<file path="config.mk">
export PLATFORM = sky130hd
export DESIGN_NAME = r_fifo_rd_arb
export DESIGN_NICKNAME = d
export VERILOG_FILES = /design/src/rtl/r_fifo_rd_arb_pkg.sv /design/src/rtl/r_fifo_rd_arb_rr_select.sv /design/src/rtl/r_fifo_rd_arb.sv
export SDC_FILE = /design/constraint.sdc
export NUM_CORES = 1
export LEC_CHECK = 0
export ABC_AREA = 1
export ABC_CLOCK_PERIOD_IN_PS = 2700
export BUFFER_PORTS_ARGS = -buffer_cell sky130_fd_sc_hd__buf_2
export CORE_ASPECT_RATIO = 1.4
export CORE_MARGIN = 2
export CORE_UTILIZATION = 45
export CTS_CLUSTER_DIAMETER = 80
export DETAILED_ROUTE_END_ITERATION = 12
export PLACE_DENSITY_LB_ADDON = 0.1
export SLEW_MARGIN = 20
export SYNTH_ARGS = -nofsm -noshare
export SYNTH_HDL_FRONTEND = slang
export SYNTH_SLANG_ARGS = --single-unit
export TNS_END_PERCENT = 5
</file>
<file path="constraint.sdc">
create_clock -name CLOCK -period 2.7 [get_ports CLOCK]
set_input_delay 0.135 -clock CLOCK [delete_from_list [all_inputs] [get_ports CLOCK]]
set_output_delay 0.135 -clock CLOCK [all_outputs]
set_load 0.01 [all_outputs]
</file>
<file path="src/rtl/r_fifo_rd_arb_pkg.sv">
// Shared definitions for the FIFO read-port arbiter: FSM state encoding and
// the burst-length defaults that write-side arbiters are expected to reuse.
package r_fifo_rd_arb_pkg;

    typedef enum logic [1:0] {
        ST_IDLE  = 2'd0,
        ST_BURST = 2'd1,
        ST_DRAIN = 2'd2
    } arb_state_t;

    localparam int ARB_BURST_LEN  = 16;
    localparam int ARB_BURST_BITS = 5;

endpackage

</file>
<file path="src/rtl/r_fifo_rd_arb_rr_select.sv">
// Round-robin winner search: first set request bit scanning upward,
// circularly, starting one past the previous owner.
module rr_select #(
    parameter int N      = 4,
    parameter int N_BITS = 2
) (
    input  logic [N-1:0]      req,
    input  logic [N_BITS-1:0] last,
    output logic [N_BITS-1:0] win,
    output logic [N-1:0]      win_onehot,
    output logic              any
);

    int                j;
    logic [N_BITS-1:0] idx;

    // Scan last+1 .. last+N (mod N) and latch the first requester found.
    always_comb begin
        win        = '0;
        win_onehot = '0;
        any        = 1'b0;
        j          = 0;
        idx        = '0;
        for (int k = 1; k <= N; k++) begin
            j = int'(last) + k;
            if (j >= N) begin
                j = j - N;
            end
            idx = N_BITS'(j);
            if (!any && req[idx]) begin
                any             = 1'b1;
                win             = idx;
                win_onehot[idx] = 1'b1;
            end
        end
    end

endmodule

</file>
<file path="src/rtl/r_fifo_rd_arb.sv">
// Round-robin arbiter sharing one FIFO read port among N consumers in
// bounded bursts. Issues FIFO_RE, never reads while the FIFO is empty, and
// tags each returned word with a one-hot strobe for its owner.
module r_fifo_rd_arb
    import r_fifo_rd_arb_pkg::*;
#(
    parameter int WIDTH      = 8,
    parameter int N          = 4,
    parameter int N_BITS     = 2,
    parameter int BURST_LEN  = ARB_BURST_LEN,
    parameter int BURST_BITS = ARB_BURST_BITS
) (
    input  logic             CLOCK,
    input  logic             RESET,
    input  logic [N-1:0]     REQ,
    output logic [N-1:0]     GNT,
    output logic             FIFO_RE,
    input  logic             FIFO_EMPTY,
    input  logic [WIDTH-1:0] FIFO_Q,
    output logic [WIDTH-1:0] DOUT,
    output logic [N-1:0]     DOUT_VALID,
    output logic             BUSY
);

    localparam logic [BURST_BITS-1:0] BURST_MAX  = BURST_BITS'(BURST_LEN);
    localparam logic [N_BITS-1:0]     LAST_RESET = N_BITS'(N - 1);

    arb_state_t              state, state_nxt;
    logic [N-1:0]            gnt, gnt_nxt;
    logic [N_BITS-1:0]       gidx, gidx_nxt;
    logic [N_BITS-1:0]       last, last_nxt;
    logic [BURST_BITS-1:0]   cnt, cnt_nxt, cnt_inc;
    logic [N-1:0]            dv, dv_nxt;
    logic                    re;

    logic [N_BITS-1:0]       win;
    logic [N-1:0]            win_onehot;
    logic                    win_any;

    rr_select #(
        .N      (N),
        .N_BITS (N_BITS)
    ) u_rr_select (
        .req        (REQ),
        .last       (last),
        .win        (win),
        .win_onehot (win_onehot),
        .any        (win_any)
    );

    // Next-state, read-enable and strobe scheduling for the arbiter FSM.
    always_comb begin
        state_nxt = state;
        gnt_nxt   = gnt;
        gidx_nxt  = gidx;
        last_nxt  = last;
        cnt_nxt   = cnt;
        dv_nxt    = '0;
        re        = 1'b0;
        cnt_inc   = cnt + BURST_BITS'(1);
        case (state)
            ST_IDLE: begin
                if (win_any && !FIFO_EMPTY) begin
                    gnt_nxt   = win_onehot;
                    gidx_nxt  = win;
                    cnt_nxt   = '0;
                    state_nxt = ST_BURST;
                end
            end
            ST_BURST: begin
                // Read only while the owner still asks, data exists and the
                // burst budget is not exhausted; cnt therefore saturates.
                re = REQ[gidx] && !FIFO_EMPTY && (cnt < BURST_MAX);
                if (re) begin
                    cnt_nxt = cnt_inc;
                    dv_nxt  = gnt;
                    if (cnt_inc == BURST_MAX) begin
                        state_nxt = ST_DRAIN;
                    end
                end else begin
                    state_nxt = ST_DRAIN;
                end
            end
            ST_DRAIN: begin
                // Grant still held this cycle so the final strobe lands
                // while the owner is visible; pointer moves on release.
                last_nxt  = gidx;
                gnt_nxt   = '0;
                state_nxt = ST_IDLE;
            end
            default: begin
                gnt_nxt   = '0;
                state_nxt = ST_IDLE;
            end
        endcase
    end

    // State register; reset gives requester 0 first priority.
    always_ff @(posedge CLOCK or negedge RESET) begin
        if (!RESET) begin
            state <= ST_IDLE;
            gnt   <= '0;
            gidx  <= '0;
            last  <= LAST_RESET;
            cnt   <= '0;
            dv    <= '0;
        end else begin
            state <= state_nxt;
            gnt   <= gnt_nxt;
            gidx  <= gidx_nxt;
            last  <= last_nxt;
            cnt   <= cnt_nxt;
            dv    <= dv_nxt;
        end
    end

    assign FIFO_RE    = re;
    assign GNT        = gnt;
    assign DOUT_VALID = dv;
    assign DOUT       = FIFO_Q;
    assign BUSY       = (state != ST_IDLE);

endmodule

</file>
# Word-level counts from Yosys, hierarchy flattened
# Cells that the tools add are included.
totals:
  output_inout_bits: 18
  regBits: 19
op_classes:
  muxes: 46
  magnitude_cmp: 14
  eq_ne: 6
  n_reduce_logical: 21
  bitwise: 4
  addsub: 9
ops:
  columns: ["op", "n"]
  rows:
  - ["2-to-1 mux 4 bit", 7]
  - ["2-to-1 mux 2 bit", 11]
  - ["less-than comparator 2 x 3 -> 1 bit (second input constant)", 5]
  - ["2-to-1 mux 1 bit", 14]
  - ["bitwise OR 4 bit", 3]
  - ["binary-select mux 1 bit (select 2 bit)", 5]
  - ["logical AND 1 bit", 10]
  - ["2-to-1 mux 5 bit", 2]
  - ["case mux 5 bit (2 select lines)", 1]
  - [">= comparator 3 bit (second input constant)", 3]
  - ["demux 1 bit (select 2 bit)", 4]
  - [">= comparator 2 x 1 -> 1 bit (second input constant)", 4]
  - ["case mux 4 bit (2 select lines)", 1]
  - ["subtractor 2 x 1 -> 2 bit (second input constant)", 4]
  - ["adder 2 x 2 -> 3 bit (second input constant)", 2]
  - ["AND reduction 2 bit", 3]
  - ["adder 5 x 1 -> 5 bit (second input constant)", 1]
  - ["equality test 5 bit (second input constant)", 1]
  - ["less-than comparator 5 bit (second input constant)", 1]
  - ["adder 2 x 3 -> 4 bit (second input constant)", 1]
  - [">= comparator 4 x 3 -> 1 bit (second input constant)", 1]
  - ["logical NOT 1 bit", 4]
  - ["inequality test 2 bit (second input constant)", 2]
  - ["case mux 2 bit (2 select lines)", 1]
  - ["8 further kinds", 9]

# Depth between registers and ports, before layout
logic_depth:
  depth_word: 18
  mapped_depth: 12

# Cells and area by module
# From an unflattened synthesis, not the netlist that was laid out.
hier_totals:
  hier_cells: 194
  area_unflattened_um2: 1549.0
modules_own_cells:
  columns: ["module", "seq_area_each_um2", "area_each_um2", "n_inst", "cells_each"]
  rows:
  - ["r_fifo_rd_arb", 478.0, 1017.2, 1, 113]
  - ["rr_select", 0.0, 531.8, 1, 81]

# Least setup slack after synthesis
# No wires, ideal clock.
synth_timing:
  kind: "register to register"
  start: "reg last[1]"
  end: "reg cnt[4]"
  arrival_ps: 1802
  required_time_ps: 2583
  stages_incl_launch_ff: 12
  path_buffers: 1
  path_slack_ps: 781
  cell_sequence: "dfstp_2 -> inv_1 -> ha_1 -> inv_1 -> nand2_1 -> nand2_2 -> nand4_4 -> nand3_2 -> buf_6 -> nand2_4 -> nand2_1 -> nand2_1"
synth_between:
  elab_chain_cells: 18
synth_rtl:
  columns: ["item", "line_no", "text"]
  rows:
  - ["from (decl)", "r_fifo_rd_arb.sv:31", "logic [N_BITS-1:0] last, last_nxt;"]
  - ["from (signal assigned)", "r_fifo_rd_arb.sv:111", "last <= last_nxt;"]
  - ["adder 2 x 1 -> 3 bit", "r_fifo_rd_arb_rr_select.sv:25", "j = int'(last) + k;"]
  - [">= comparator 3 bit or subtractor 2 x 1 -> 2 bit (tied branches)", "r_fifo_rd_arb_rr_select.sv:26, r_fifo_rd_arb_rr_select.sv:27", null]
  - ["2-to-1 mux 2 bit", "r_fifo_rd_arb_rr_select.sv:26", "if (j >= N) begin"]
  - ["binary-select mux 1 bit (select 2 bit)", "r_fifo_rd_arb_rr_select.sv:30", "if (!any && req[idx]) begin"]
  - ["2-to-1 mux 1 bit (not written as such)", "r_fifo_rd_arb_rr_select.sv:30", null]
  - ["2-to-1 mux 1 bit", "r_fifo_rd_arb_rr_select.sv:30", null]
  - ["logical NOT 1 bit", "r_fifo_rd_arb_rr_select.sv:30", null]
  - ["logical AND 1 bit", "r_fifo_rd_arb_rr_select.sv:30", null]
  - ["(+2 left out)", null, null]
  - ["logical AND 1 bit", "r_fifo_rd_arb_rr_select.sv:30", null]
  - ["2-to-1 mux 1 bit", "r_fifo_rd_arb_rr_select.sv:30", null]
  - ["logical NOT 1 bit", "r_fifo_rd_arb_rr_select.sv:30", null]
  - ["logical AND 1 bit", "r_fifo_rd_arb_rr_select.sv:30", null]
  - ["2-to-1 mux 1 bit (*)", "r_fifo_rd_arb_rr_select.sv:30", null]
  - ["logical AND 1 bit (*)", "r_fifo_rd_arb.sv:63", "if (win_any && !FIFO_EMPTY) begin"]
  - ["inequality test 2 bit (no line) (*)", null, null]
  - ["AND reduction 3 bit (no line) (*)", null, null]
  - ["to (signal assigned)", "r_fifo_rd_arb.sv:112", "cnt <= cnt_nxt;"]
  - ["to (decl)", "r_fifo_rd_arb.sv:32", "logic [BURST_BITS-1:0] cnt, cnt_nxt, cnt_inc;"]
# Mark *: on every way between the ends. The rest lies on a longest branch, timed or not. The select of a mux whose other input is x is not followed.
# A chain may end at the register's enable or synchronous reset.

# Final worst setup path
layout_timing:
  start: "reg last[1]"
  end: "reg gidx[1]"
layout_between:
  elab_chain_cells: 17
layout_rtl:
  columns: ["item", "line_no", "text"]
  rows:
  - ["adder 2 x 1 -> 3 bit", "r_fifo_rd_arb_rr_select.sv:25", null]
  - [">= comparator 3 bit or subtractor 2 x 1 -> 2 bit (tied branches)", "r_fifo_rd_arb_rr_select.sv:26, r_fifo_rd_arb_rr_select.sv:27", null]
  - ["2-to-1 mux 2 bit", "r_fifo_rd_arb_rr_select.sv:26", null]
  - ["binary-select mux 1 bit (select 2 bit)", "r_fifo_rd_arb_rr_select.sv:30", null]
  - ["2-to-1 mux 1 bit (not written as such)", "r_fifo_rd_arb_rr_select.sv:30", null]
  - ["2-to-1 mux 1 bit", "r_fifo_rd_arb_rr_select.sv:30", null]
  - ["logical NOT 1 bit", "r_fifo_rd_arb_rr_select.sv:30", null]
  - ["logical AND 1 bit", "r_fifo_rd_arb_rr_select.sv:30", null]
  - ["2-to-1 mux 1 bit", "r_fifo_rd_arb_rr_select.sv:30", null]
  - ["logical NOT 1 bit", "r_fifo_rd_arb_rr_select.sv:30", null]
  - ["logical AND 1 bit", "r_fifo_rd_arb_rr_select.sv:30", null]
  - ["2-to-1 mux 1 bit", "r_fifo_rd_arb_rr_select.sv:30", null]
  - ["logical NOT 1 bit", "r_fifo_rd_arb_rr_select.sv:30", null]
  - ["logical AND 1 bit", "r_fifo_rd_arb_rr_select.sv:30", null]
  - ["2-to-1 mux 1 bit", "r_fifo_rd_arb_rr_select.sv:30", null]
  - ["logical AND 1 bit", "r_fifo_rd_arb.sv:63", null]
  - ["AND reduction 2 bit (no line)", null, null]
  - ["to (signal assigned)", "r_fifo_rd_arb.sv:110", "gidx <= gidx_nxt;"]
  - ["to (decl)", "r_fifo_rd_arb.sv:30", "logic [N_BITS-1:0] gidx, gidx_nxt;"]
# Parallel ways exist; a longest one is shown, timed or not. The select of a mux whose other input is x is not followed.

==> results.yml <==
status:
  run_status: "complete, no violations"
finish:
  post-route-util_pct: 49.7
  diodes: 0
  syn2layout_area_growth_pct: 7.23
  final_cell_mix: "52 x nand2_1, 22 x nand3_1, 18 x inv_1"
  layout-drive-gt1-share_pct: 19.7
  layout_commonest_cell: "nand2_1"
  layout.nets: 223
  fill_cells: 320
setup_path:
  path_max_fanout: 11
  cp-startpoint: "last[1]"
  critPathLaunchType: "flip-flop"
  cp_common_cell: "inv_1"
  crit-reg2reg-launch: "last[1]"
  r2r_setup_slack_ns: 0.41
  crit_type: "flip-flop to flip-flop"
  r2r-end: "gidx[1]"
  required_ns: 2.84
  end_kind: "flip-flop"
  max_stage_delay_ns: 0.61
  crit_end: "gidx[1]"
  reg2reg_depth: 10
  cp_data_arrival_time_ns: 2.43
  path_cells: "inv_1 > ha_1 > inv_1 > nand2_1 > nand2_2 > nand4_4 > nand3_2 > inv_1 > o21ai_0 > nand2_1"
  cp_slowest_cell: "dfstp_2"
clock_tree:
  cts_buffers: 3
  cts_max_level: 1
  cts.path.max_buffers: 2
  cts_tree: "yes"
  post_cts_buffers: 0
  insertion_delay_ns: 0.25
  clock-root-buffer: "clkbuf_8"
  cts_sinks: 19
  path_clk_slew_ns: 0.07
drt:
  num_vias: 1214
  drc_errors: 0
  via_per_inst: 5.12
  routedWlPerCell_um: 12.9
  drtAntennaViolNets: 0
  wl_mm: 3.07
  firstDrtPassIters: 5
  drt_first_iter_violations: 33
power:
  sw_frac_of_total_pct: 53.0
  clkPwrFrac_pct: 11.1
  seqPwrFrac_pct: 25.8
  p_leak_nw: 0.822
  ir_drop_mv: 0.872
  power_report.internal_total_w: 0.000835
  combinationalPowerShare_pct: 63.1
  powerDensity_mw_per_mm2: 1170
  p_switching_w: 0.000941
logic_synthesis:
  syn_area_per_cell_um2: 7.59
  synth_nets: 211
  yosysTopAreaCell: "dfrtp_1"
  synth_area_leaders: "dfrtp_1 30%, nand2_1 14%, ha_1 7.9%"
  seq_area_frac_synth_pct: 33.7
  ys.flop_type: "dfrtp_1"
  synth-seq-cells: 19
  synth_cell_types: 29
  synth_top_area_share_pct: 30.0
  synth_area_mm2: 0.00142
  yosys_warnings: 0
  syn-instance-count: 187
  synth_edf_count: 0
  async_reset_ff_share_pct: 100
global_route:
  gr-total-overflow: 0
  grt_start_max_net_pins: 20
  grt_pass1_wl_mm: 5.21
  globalRouteTotalUtil_pct: 18.9
  antenna_found_initial: 0
  grt_pass1_vias: 1171
floorplanning:
  core_area_mm2: 0.00306
  fp-row-count: 24
  die_w_um: 51.5
  start_util_pct: 46.3
  ios: 33
  dieArea_mm2: 0.00362
  dieHeight_um: 70.4
timing:
  fmax_mhz: 437
  slew_headroom_pct: 71.9
  setup_viol: 0
  finalCriticalPeriod_ns: 2.29
  slew_violations: 0
  rsz0062_at_grt: "no"
  tns_ns: 0
  period_share_pct: 84.8
  worst_pin_slew_ns: 0.422
  worst_slack_ns: 0.410
  skew_ns: 0.00531
  hold_viol: 0
flow_run:
  drv_cap: 0
hold_path:
  worstHoldStart: "FIFO_Q[6]"
  hold_path.class: "input pin to output pin"
placement:
  numPortBuffers: 16
  dp_hpwl_mm: 2.44
  dp_slack_ns: 0.443
  gp_congestion: 0.886
[synth_stat cells (3+ instances only)]
cell      instances
a21boi_0          4
a21oi_1           3
buf_4             8
dfrtp_1          17
ha_1              9
inv_1            18
nand2_1          52
nand2_2           6
nand3_1          22
nand4_1           5
nor2_1           17
[registers in the layout, summed over array words and instances (netlist names)]
register    flops
DOUT_VALID      4
cnt             5
state           2
last            2
gidx            2
GNT             4
[cells by family after synthesis]
logic type / share of synthesized area, %
simple gates: 39.2
buf+inv: 11.5
flops: 33.7
compound gates: 6.53
fa+ha+maj: 7.94
xor+xnor: 1.23
[final cells by class]
type,instances,area (µm²),area share [%]
Clock buffer,3,41.3,2.71
Clock inverter,1,5.00,0.329
Inverter,20,80.1,5.26
Multi-Input combinational cell,138,778,51.2
Sequential cell,19,478,31.4
Tap cell,39,48.8,3.21
Timing Repair Buffer,17,90.1,5.92
[routing by layer]
layer  up-vias  global-route usage (%)  part of all wire [%]
li1        613                       -                     -
met2        41                    31.8                    52
met1       550                    20.9                    39
met4         0                    12.0                   3.9
met5         -                       0                     0
met3        10                    3.85                   4.5
[what timing repair did]
item                                   4_1_cts  5_1_grt
resized for setup                            0        0
hold buffers                                 1        0
endpoints found under the hold margin       17        0
setup endpoints to repair                    0        0
[worst max-delay path, delay by kind of cell, from the launching register on]
family | cells | cell delay (ns)
AO/OA/AOI/OAI | 1 | 0.10
adder cells (fa/ha/maj) | 1 | 0.36
buffers and inverters | 3 | 0.45
flip-flops | 1 | 0.61
AND/OR/NAND/NOR | 5 | 0.65
[power groups by stage]
stage | clock, W | combinational, W | sequential (W)
6_report | 0.000197 | 0.00112 | 0.000459
2_1_floorplan | 0 | 0.000909 | 0.000449
5_1_grt | 0.000214 | 0.00126 | 0.000475
3_3_place_gp | 0 | 0.00111 | 0.000461
4_1_cts | 0.000204 | 0.00112 | 0.000460
3_5_place_dp | 0 | 0.00112 | 0.000464
[how the worst min path moves through the flow]
stage               endpoint  slack [ns]  cells after the start
6_report             DOUT[6]        0.27                      0
5_1_grt              DOUT[6]        0.27                      0
2_1_floorplan  DOUT_VALID[0]       -0.16                      0
4_1_cts              DOUT[6]        0.27                      0
3_5_place_dp          cnt[0]        0.10                      1
3_3_place_gp          cnt[0]         0.1                      1
[metrics by stage]
step	hold WS, ns	cells	power, W	instance area, µm²
after floorplan	-0.161	187	0.00136	1420
after global placement	0.0993	232	0.00157	1470
after detailed placement	0.101	232	0.00158	1470
after CTS	0.270	237	0.00179	1520
after global routing	0.270	237	0.00195	1520
final	0.270	237	0.00178	1520
Note: power is estimated with default switching activity, not from simulation.
